--- src/rtl/gb_bus_pkg.sv ---
// Shared bus definitions for the Game Boy style system bus.
// Holds the DMA register address, sprite table location and length,
// the echo-RAM page boundary, the DMA state encoding and the helper
// that maps a source page/index pair onto a bus address.
package gb_bus_pkg;

  localparam logic [15:0] REG_DMA   = 16'hff46;
  localparam logic [15:0] OAM_BASE  = 16'hfe00;
  localparam int          OAM_LEN   = 160;
  localparam logic [7:0]  ECHO_PAGE = 8'he0;

  typedef enum logic [1:0] {
    IDLE  = 2'd0,
    READ  = 2'd1,
    WAIT  = 2'd2,
    WRITE = 2'd3
  } dma_state_t;

  // Pages at or above the echo boundary alias work RAM 0x2000 lower.
  function automatic logic [15:0] dma_src_addr(input logic [7:0] page,
                                               input logic [7:0] idx);
    logic [15:0] addr;
    if (page >= ECHO_PAGE) begin
      addr = {page - 8'h20, idx};
    end else begin
      addr = {page, idx};
    end
    return addr;
  endfunction

endpackage

--- src/rtl/oam_dma.sv ---
// OAM DMA initiator.
// Writing a page number to the DMA register copies LENGTH bytes from
// {page,00}.. into the sprite table at DST_BASE, one byte per
// READ / WAIT(READ_LATENCY) / WRITE sequence.
// Ports:
//   clockgb, resetn          clock and asynchronous active-low reset
//   address/indata/load/store CPU slave port (register at REG_ADDR)
//   outdata                  CPU read data, 0 when not addressed
//   dma_address/dma_outdata  initiator address and write data
//   dma_indata               initiator read data
//   dma_load/dma_store       one-cycle initiator strobes
//   dma_active               transfer in progress (bus granted to DMA)
// All outputs are registered; they are computed from the next state so
// the strobes line up with the state they belong to.
module oam_dma
  import gb_bus_pkg::*;
#(
  parameter logic [15:0] REG_ADDR     = REG_DMA,
  parameter logic [15:0] DST_BASE     = OAM_BASE,
  parameter int          LENGTH       = OAM_LEN,
  parameter int          READ_LATENCY = 1
) (
  input  logic        clockgb,
  input  logic        resetn,
  input  logic [15:0] address,
  input  logic [7:0]  indata,
  output logic [7:0]  outdata,
  input  logic        load,
  input  logic        store,
  output logic [15:0] dma_address,
  output logic [7:0]  dma_outdata,
  input  logic [7:0]  dma_indata,
  output logic        dma_load,
  output logic        dma_store,
  output logic        dma_active
);

  localparam int             WW        = $clog2(READ_LATENCY + 1);
  localparam logic [WW-1:0]  WAIT_LOAD = WW'(READ_LATENCY - 1);
  localparam logic [WW-1:0]  WAIT_ONE  = WW'(1);
  localparam logic [7:0]     LAST      = 8'(LENGTH - 1);

  dma_state_t    state_r, state_n;
  logic [7:0]    page_r, page_n;
  logic [7:0]    count_r, count_n;
  logic [WW-1:0] wait_r, wait_n;
  logic          latch_s;
  logic          cpu_wr_s;
  logic          cpu_rd_s;
  logic [15:0]   addr_n;

  assign cpu_wr_s = store && (address == REG_ADDR);
  assign cpu_rd_s = load && (address == REG_ADDR);

  // Next-state logic; a CPU write always restarts at byte 0. When it
  // coincides with a WRITE cycle that store is already on the bus, so
  // the final byte completes before the new transfer begins.
  always_comb begin
    state_n = state_r;
    page_n  = page_r;
    count_n = count_r;
    wait_n  = wait_r;
    latch_s = 1'b0;
    if (cpu_wr_s) begin
      page_n  = indata;
      count_n = 8'h00;
      state_n = READ;
    end else begin
      case (state_r)
        IDLE: begin
          state_n = IDLE;
        end
        READ: begin
          state_n = WAIT;
          wait_n  = WAIT_LOAD;
        end
        WAIT: begin
          if (wait_r == '0) begin
            latch_s = 1'b1;
            state_n = WRITE;
          end else begin
            wait_n = wait_r - WAIT_ONE;
          end
        end
        WRITE: begin
          if (count_r == LAST) begin
            state_n = IDLE;
          end else begin
            count_n = count_r + 8'd1;
            state_n = READ;
          end
        end
        default: begin
          state_n = IDLE;
        end
      endcase
    end
  end

  // Address for the upcoming cycle; held while idle or waiting.
  always_comb begin
    addr_n = dma_address;
    if (state_n == READ) begin
      addr_n = dma_src_addr(page_n, count_n);
    end else if (state_n == WRITE) begin
      addr_n = DST_BASE + {8'h00, count_n};
    end else begin
      addr_n = dma_address;
    end
  end

  // State, transfer registers and registered outputs.
  always_ff @(posedge clockgb or negedge resetn) begin
    if (!resetn) begin
      state_r     <= IDLE;
      page_r      <= 8'h00;
      count_r     <= 8'h00;
      wait_r      <= '0;
      outdata     <= 8'h00;
      dma_address <= 16'h0000;
      dma_outdata <= 8'h00;
      dma_load    <= 1'b0;
      dma_store   <= 1'b0;
      dma_active  <= 1'b0;
    end else begin
      state_r     <= state_n;
      page_r      <= page_n;
      count_r     <= count_n;
      wait_r      <= wait_n;
      outdata     <= cpu_rd_s ? page_r : 8'h00;
      dma_address <= addr_n;
      if (latch_s) begin
        dma_outdata <= dma_indata;
      end
      dma_load    <= (state_n == READ);
      dma_store   <= (state_n == WRITE);
      dma_active  <= (state_n != IDLE);
    end
  end

endmodule

--- config.mk ---
export PLATFORM = sky130hd
export DESIGN_NAME = oam_dma
export DESIGN_NICKNAME = d
export VERILOG_FILES = /design/src/rtl/gb_bus_pkg.sv /design/src/rtl/oam_dma.sv
export SDC_FILE = /design/constraint.sdc
export NUM_CORES = 1
export LEC_CHECK = 0
export CAP_MARGIN = 20
export CORE_MARGIN = 1.5
export CORE_UTILIZATION = 45
export CTS_CLUSTER_SIZE = 10
export DETAILED_ROUTE_END_ITERATION = 8
export PLACE_DENSITY = 0.84
export SLEW_MARGIN = 30
export SYNTH_ARGS = -nofsm -noshare
export SYNTH_HDL_FRONTEND = slang
export SYNTH_SLANG_ARGS = --single-unit
--- constraint.sdc ---
create_clock -name clockgb -period 2.6 [get_ports clockgb]
set_input_delay 0.26 -clock clockgb [delete_from_list [all_inputs] [get_ports clockgb]]
set_output_delay 0.26 -clock clockgb [all_outputs]
set_load 0.02 [all_outputs]
# ---- Word level (Yosys, flattened, before mapping)
# Index checks and enable logic that the tools add are counted.
dict set report totals {
  reg_bits 54
  out_inout_bits 35
  word_cells 47
}
dict set report op_classes {
  addsub 4
  magnitude_cmp 1
  n_eq_ne 7
  mux 17
  n_bitwise 1
  n_reduce_logical 7
}
# cell n
set op_table {}
lappend op_table {{$mux W16} 3}
lappend op_table {{$mux W8} 5}
lappend op_table {{$eq A16 B16 Y1 const B} 1}
lappend op_table {{$add A10 B9 Y11 const A} 1}
lappend op_table {{$add A8 B1 Y8 const B} 1}
lappend op_table {{$eq A8 B8 Y1 const B} 1}
lappend op_table {{$ge A8 B8 Y1 const B} 1}
lappend op_table {{$pmux W2 S4} 1}
lappend op_table {{$sub A8 B6 Y8 const B} 1}
lappend op_table {{$eq A2 B2 Y1 const B} 3}
lappend op_table {{$reduce_bool A2 Y1} 3}
lappend op_table {{$mux W1} 5}
lappend op_table {{$eq A2 B1 Y1 const B} 2}
lappend op_table {{$mux W2} 2}
lappend op_table {{$logic_and A1 B1 Y1} 2}
lappend op_table {{$logic_not A2 Y1} 1}
lappend op_table {{$pmux W1 S2} 1}
lappend op_table {{$reduce_and A2 Y1} 1}
lappend op_table {{$not A1 Y1} 1}
lappend op_table {{$sub A1 B1 Y1 const B} 1}

# ---- Longest topological paths before layout
dict set report logic_depth {
  ltp_word 7
  mapped_depth 12
  depth_no_buf 10
}

# ---- Least setup slack after synthesis
# No wires, ideal clock.
dict set report synth_path {
  path_kind {input to register}
  from {input port address[7]}
  to {register dma_address[14]}
  setup_ns 0.077
  arrival_ns 2.016
  slack_ns 0.507
  stages 12
  cell_sequence {nand4b_4 > nor4_4 > and2_4 > buf_8 > buf_8 > nand2_1 > nand2_1 > inv_1 > ha_1 > nand4_1 > nand3b_1 > a21oi_1}
}
dict set report synth_via {
  elab_chain_len 6
  word_cells_on_any_way 14
  cone_classes {add/sub: 2; order compare: 1; eq/ne: 3; mux: 6; reduce/logical: 2}
}
# element line_no
set synth_lines {}
lappend synth_lines {{start, declared} oam_dma.sv:25} ;# input logic [15:0] address,
lappend synth_lines {{$eq A16 B16 Y1 (*)} oam_dma.sv:52} ;# assign cpu_wr_s = store && (address == REG_ADDR);
lappend synth_lines {{$logic_and A1 B1 Y1 (*)} oam_dma.sv:52}
lappend synth_lines {{$mux W8 (*)} oam_dma.sv:64} ;# if (cpu_wr_s) begin
lappend synth_lines {{named net page_n[5]} oam_dma.sv:44} ;# logic [7:0] page_r, page_n;
lappend synth_lines {{$sub A8 B6 Y8 or $ge A8 B8 Y1 (tied branches)} {gb_bus_pkg.sv:24, gb_bus_pkg.sv:23}}
lappend synth_lines {{$mux W16 (*)} gb_bus_pkg.sv:23} ;# if (page >= ECHO_PAGE) begin
lappend synth_lines {{$mux W16 (*)} oam_dma.sv:103} ;# if (state_n == READ) begin
lappend synth_lines {{end signal, assigned} oam_dma.sv:131} ;# dma_address <= addr_n;
lappend synth_lines {{end, declared} oam_dma.sv:30} ;# output logic [15:0] dma_address,
# The timed path passes the listed nets; every way through them passes the cells marked *. The select of a mux whose other input is x is not followed.
# A chain may end at the register's enable or synchronous reset.

# ---- Worst setup path in the final report
dict set report layout_path {
  from {input port address[11]}
  to {register dma_address[14]}
}
dict set report layout_via {
  elab_chain_len 6
  word_cells_on_any_way 14
  cone_classes {add/sub: 2; order compare: 1; eq/ne: 3; mux: 6; reduce/logical: 2}
}
# element line_no
set layout_lines {}
lappend layout_lines {{$eq A16 B16 Y1 (*)} oam_dma.sv:52}
lappend layout_lines {{$logic_and A1 B1 Y1 (*)} oam_dma.sv:52}
lappend layout_lines {{$mux W8} oam_dma.sv:64}
lappend layout_lines {{$add A10 B9 Y11, or another cell as far along} oam_dma.sv:106} ;# addr_n = DST_BASE + {8'h00, count_n};
lappend layout_lines {{$mux W16 (on tied branches)} {oam_dma.sv:105, gb_bus_pkg.sv:23}}
lappend layout_lines {{$mux W16} oam_dma.sv:103}
# Every way passes the cells marked *; elsewhere a longest branch is shown, timed or not. The select of a mux whose other input is x is not followed.

==> results.yml <==
status:
  status: "complete, no violations"
power:
  peakVddDrop_v: 0.0006144
  p_per_area_mw_per_mm2: 976.3
  pwr-share-seq_pct: 40.0
  swShare_pct: 35.25
  clock_power_share_pct: 14.9
  comb_power_share_pct: 45.1
  switchingPower_mw: 1.065
  p_leak_nw: 1.442
  total_power_mw: 3.020
  internal_power_mw: 1.955
synthesis:
  synth_top_family_by_area: "simple AND/OR/NAND/NOR gates"
  ys_types: 37
  yosysWarnings: 0
  synthSimpleGateAreaFrac_pct: 20.69
  synth-seq-cells: 53
  syn-cell-area_sq_mm: 0.002243
  synth_fa_ha_area_share_pct: 2.231
  syn_nets: 223
  synth_cells: 183
  synth_xor_area_share_pct: 1.952
  synth_flop_cell: "dfrtp_1"
  synth_edf_count: 0
  yosysSeqAreaShare_pct: 59.12
  avgSynthCellArea_sq_um: 12.26
  synth_compound_area_share_pct: 4.796
  synth_mux_area_share_pct: 7.418
  synthArstFlopShare_pct: 100.0
place:
  place_inst: 320
  place_ws_ns: 0.2278
  place_congestion: 0.7784
  hpwlAfterDp_microns: 3280
  portBuffers: 70
  place_area_sq_mm: 0.002997
clock_network:
  clockBufferDepth: 2
  path_clk_slew_ns: 0.09
  cts.hold.buffers_added: 1
  root_buffer: "clkbuf_8"
  clkLatencyLatePin_ns: 0.30
  cts-resized-gates: 0
  post_cts_buffers: 0
  cts_made_buffers: 5
  cts_sinks: 53
  tritoncts: "built"
  htree_levels: 2
routing:
  drt_first_iter_violations: 71
  dr.pass1.iters: 4
  vias: 1592
  wl_per_cell_microns: 13.51
  antenna_left: 0
  wl_microns: 4432
  vias_per_cell: 4.854
  drcViolationCount: 0
global_routing:
  grt.overflow.total: 0
  grtUsageTotal_pct: 17.81
  grt_max_degree: 28
  grt_pass1_vias: 1598
  grt_pass1_wl_microns: 7307
  antenna_found_initial: 0
sta:
  setup_viol: 0
  final.setup.worst_slack_ns: 0.5504
  slew_headroom_pct: 61.69
  max_clock_freq_ghz: 0.4879
  finalHoldViolCount: 0
  setup_tns_ns: 0
  hold-worst-slack_ns: 0.4702
  worst_pin_slew_ns: 0.5746
  min_period_ns: 2.050
  period_share_pct: 78.83
  fin_worst_skew_ns: 0.005428
  slew_violations: 0
  rsz0062_at_grt: "false"
layout:
  final_common_cell: "clkdlybuf4s50_1"
  final_nets: 301
  area_delta_synth_final_pct: 37.87
  final_cell_mix: "clkdlybuf4s50_1, dfrtp_1, nand2_1"
  design_area_sq_mm: 0.003093
  drive_gt1_share_pct: 13.79
  final_util_pct: 65.05
  finalNonFillerCells: 328
  fillCellCount: 396
  antenna_cells: 0
job:
  cap_violations: 0
die:
  die_w_microns: 73.61
  ioPinCount: 71
  rows: 25
  die_h_microns: 73.61
  initial_core_util_pct: 47.18
  die_area_sq_mm: 0.005418
  core_sq_mm: 0.004755
worst_setup_path:
  arrival_ns: 2.28
  cp-start-kind: "input pin"
  critPathKind: "input pin to flop"
  cp-end-kind: "flop"
  worst-path-max-fanout: 8
  required_ns: 2.83
worst_hold_path:
  hp-class: "flop to flop"
worst paths after layout:
check,startpoint,to,slack [ns],cells after the start
setup / recovery,address[11],dma_address[14],0.55,9
hold / removal,dma_address[4],dma_address[4],0.47,2
setup reg to reg,count_r[0],dma_address[3],0.61,7
hold reg to reg,dma_address[4],dma_address[4],0.47,2
max in group asynchronous,resetn,count_r[0],1.35,3
min in group asynchronous,resetn,outdata[1],0.50,2
cell usage after synthesis (2+ instances only):
| library cell | number | share of area, % |
|---|---|---|
| nor2_1 | 10 | 1.7 |
| nand4_1 | 5 | 1.4 |
| xor2_1 | 4 | 1.6 |
| buf_8 | 2 | 1.3 |
| inv_1 | 4 | 0.67 |
| mux2_4 | 2 | 1.3 |
| a31oi_1 | 2 | 0.56 |
| buf_6 | 3 | 1.5 |
| dfrtp_1 | 53 | 59 |
| and3_1 | 9 | 2.5 |
| and2_4 | 2 | 0.78 |
| nand2_1 | 41 | 6.9 |
| ha_1 | 4 | 2.2 |
| nand4b_4 | 2 | 2.1 |
| a21oi_1 | 3 | 0.67 |
| mux2_2 | 10 | 5.0 |
| o22a_1 | 4 | 1.6 |
| nand3_1 | 4 | 0.89 |
cells by family (layout without fill, tap and decap cells):
kind of cell | after synthesis | after routing
AND/OR/NAND/NOR | 83 | 83
flip-flops | 53 | 53
AO/OA/AOI/OAI | 14 | 14
multiplexers | 14 | 14
buffers and inverters | 10 | 88
XOR/XNOR | 5 | 5
adder cells (fa/ha/maj) | 4 | 4
final cells by class:
type / count / area (sq um) / area share, %
clock buffers: 7 / 86.33 / 2.791
inverters: 5 / 21.27 / 0.6877
multi-input cells: 120 / 832.0 / 26.90
flip-flops and latches: 53 / 1326 / 42.88
well taps: 67 / 83.83 / 2.710
repair buffers: 76 / 743.2 / 24.03
sequential cells by signal, summed over array words and instances, names as in the netlist:
signal / flops
dma_address: 16
dma_active: 1
count_r: 8
state_r: 2
dma_outdata: 8
dma_store: 1
dma_load: 1
outdata: 8
page_r: 8
metal layers:
metal	vias up	part of all wire, %	GRT usage, %
li1	784	-	-
met1	765	42	21.95
met2	36	53	30.53
met3	7	3.9	4.115
met4	0	1.4	6.379
met5	-	0	0
critical path: stages:
cell and delay, ns:
clkdlybuf4s50_1 0.50, nand4b_4 0.12, nor4_4 0.35, nand2_2 0.18, mux2i_2 0.26, ha_1 0.28, nand4_1 0.10, nand3b_1 0.09
a21oi_1 0.14
power by group through the flow:
| stage | Clock [mW] | Sequential [mW] | Combinational (mW) |
|---|---|---|---|
| 4_1_cts | 0.463 | 1.21 | 1.38 |
| 5_1_grt | 0.494 | 1.24 | 1.48 |
| 6_report | 0.451 | 1.21 | 1.36 |
| 3_5_place_dp | 0 | 1.23 | 1.37 |
| 3_3_place_gp | 0 | 1.21 | 1.35 |
| 2_1_floorplan | 0 | 1.43 | 0.629 |
Note: power is estimated with default switching activity, not from simulation.
==> patch, RTL diff (same flow settings) <==
`dma_address` no longer has a reset.
--- a/src/rtl/oam_dma.sv
+++ b/src/rtl/oam_dma.sv
@@ -118,5 +118,4 @@
       wait_r      <= '0;
       outdata     <= 8'h00;
-      dma_address <= 16'h0000;
       dma_outdata <= 8'h00;
       dma_load    <= 1'b0;
@@ -129,5 +128,4 @@
       wait_r      <= wait_n;
       outdata     <= cpu_rd_s ? page_r : 8'h00;
-      dma_address <= addr_n;
       if (latch_s) begin
         dma_outdata <= dma_indata;
@@ -139,4 +137,8 @@
   end
 
+  always_ff @(posedge clockgb) begin
+    dma_address <= addr_n;
+  end
+
 endmodule
 
Function: changed (a bounded check fails within 4 cycles, from zero or initial values and one cycle with resetn low).
==> patch against the unedited design <==
Via count increased by 5.6%. Register-to-register slack better by 130 ps. Largest cell class unchanged. Worst setup slack lost 94 ps. Global-route usage rose by 1.5 points. Sequential power up 13%. Sequential share of layout area increased by 1.7 points. Sequential cell count unchanged. Design area up 2.0%. Count of clock-buffer cells in the layout is the same. Wire length increased by 8.6%. Utilization increased by 0.86 points. Critical path type unchanged. Total power rose by 8.5%. Area after synthesis grew 0.33%. Largest power group is now sequential cells. Critical path depth stayed put.
==> patch: results (changes against the unedited design) <==
| Stage | Metric | Value | Change |
| --- | --- | --- | --- |
| outcome | Run status | finished clean |  |
| critical path | Reg2reg start | count_r[5] |  |
| critical path | CP Capture Point | dma_address[14] |  |
| synthesis | Main area contributors after synthesis | dfrtp_1, edfxtp_1, mux2_2, mux2i_1, and3_1 |  |
| synthesis | Synth Area in Compound Gates | 6.17% | +1.4 points |
| drt | Via total after detailed routing | 1681 | +5.6% |
| final layout | Fill cell count | 364 | -8.1% |
| synthesis | Post-synth cell types | 36 | -2.7% |
| synthesis | Syn avg cell area | 13.6 sq um | +11% |
| placement | Gpl congestion | 0.798 | +2.5% |
| synthesis | Number of enable-type register cells in the synthesized netlist | 16 | +16 |
| drt | Detailed-route wire length | 4820 microns | +8.6% |
| synthesis | Part of the Yosys area used for sequential elements | 62.5% | +3.4 points |
| grt | Aggregate global-route resource usage | 19.3% | +1.5 points |
| sta | Slew @ Worst Pin | 847 ps | +272 ps |
| critical path | Reg-to-reg critical path endpoint | dma_address[1] |  |
| critical path | Data arrival time at the worst-slack endpoint | 2200 ps | -80 ps |
| drt | Starting DRC count in detailed routing | 69 | -2.8% |
| synthesis | Synth Area in Adders | 2.22% | -0.0074 points |
| drt | Via/cell ratio | 5.39 | +11% |
| final layout | Final net count | 284 | -5.6% |
| critical path | Crit path from | address[12] |  |
| synthesis | Number of nets produced by synthesis | 206 | -7.6% |
| grt | Wire length of the first global-routing pass | 7820 microns | +7.1% |
| hold path | Tightest Hold Check Type | primary input to asynchronous set/reset pin |  |
| placement | Detailed placer's ending HPWL | 3470 microns | +5.7% |
| synthesis | Multiplexer share of the synthesized area | 11.0% | +3.6 points |
| power and ir drop | Leak Pwr | 1.32 nW | -8.2% |
-- patch: changes by cell type after synthesis, moves of 3 or more --
cell and change:
a21oi_1 +6, a2bb2oi_1 +4, dfrtp_1 -16, edfxtp_1 +16
mux2i_1 +5, nand2_1 -31, nand3_1 +5, nor3_1 +3
o21ai_0 +4, o22a_1 -4
-- patch: how the worst min path moves through the flow --
stage,start,endpoint,slack [ps],depth (start not counted)
floorplan,resetn,count_r[0],-40,0
global placement,resetn,dma_load,410,1
detailed placement,resetn,dma_load,410,1
CTS,resetn,dma_load,80,1
global route,resetn,page_r[0],110,1
finish,resetn,dma_load,60,1
-- patch: area by class of cell --
type	count	area, sq um	share of cell area [%]
timing repair buffer	76	741	23.5
clock inverter	1	30.0	0.952
inverter	2	7.51	0.238
sequential	53	1410	44.6
multi-input combinational	106	800	25.3
tap	67	83.8	2.66
clock buffer	7	86.3	2.74
-- patch: per-layer routing --
layer / part of all wire [%] / global-route usage (%)
met1: 43 / 23.5
met2: 50 / 33.2
met3: 5.3 / 4.66
met4: 1.8 / 7.00
met5: 0 / 0
-- patch: through the flow --
stage	total power, W	hold WS (ps)	setup WS, ps	cell area (sq um)
CTS	0.00329	82.5	442	3150
global placement	0.00268	406	177	3040
global route	0.00345	114	275	3150
detailed placement	0.00272	412	106	3040
floorplan	0.00209	-35.6	469	2250
finish	0.00328	62.3	456	3150
-- patch: cell families after synthesis --
kind of cell,Yosys count
AOI/OAI and AO/OA,22
xor gates and xnor gates,3
adders and majority gates,4
buffers and inverters,7
DFF,53
muxes,22
and+or+nand+nor,55
-- patch: worst max-delay path, cell delays in order --
cell	delay, ps
clkdlybuf4s50_1	480
nand4_1	160
nor4_4	380
and2_1	220
mux2i_1	90
ha_1	300
nand3_1	80
a21oi_1	160
mux2i_1	80
-- patch: where the power goes --
group / switching, W / internal [W] / total [W]
clock network: 0.000259 / 0.000314 / 0.000573
registers: 0.000144 / 0.00122 / 0.00137
logic: 0.000697 / 0.000642 / 0.00134
total: 0.00110 / 0.00218 / 0.00328
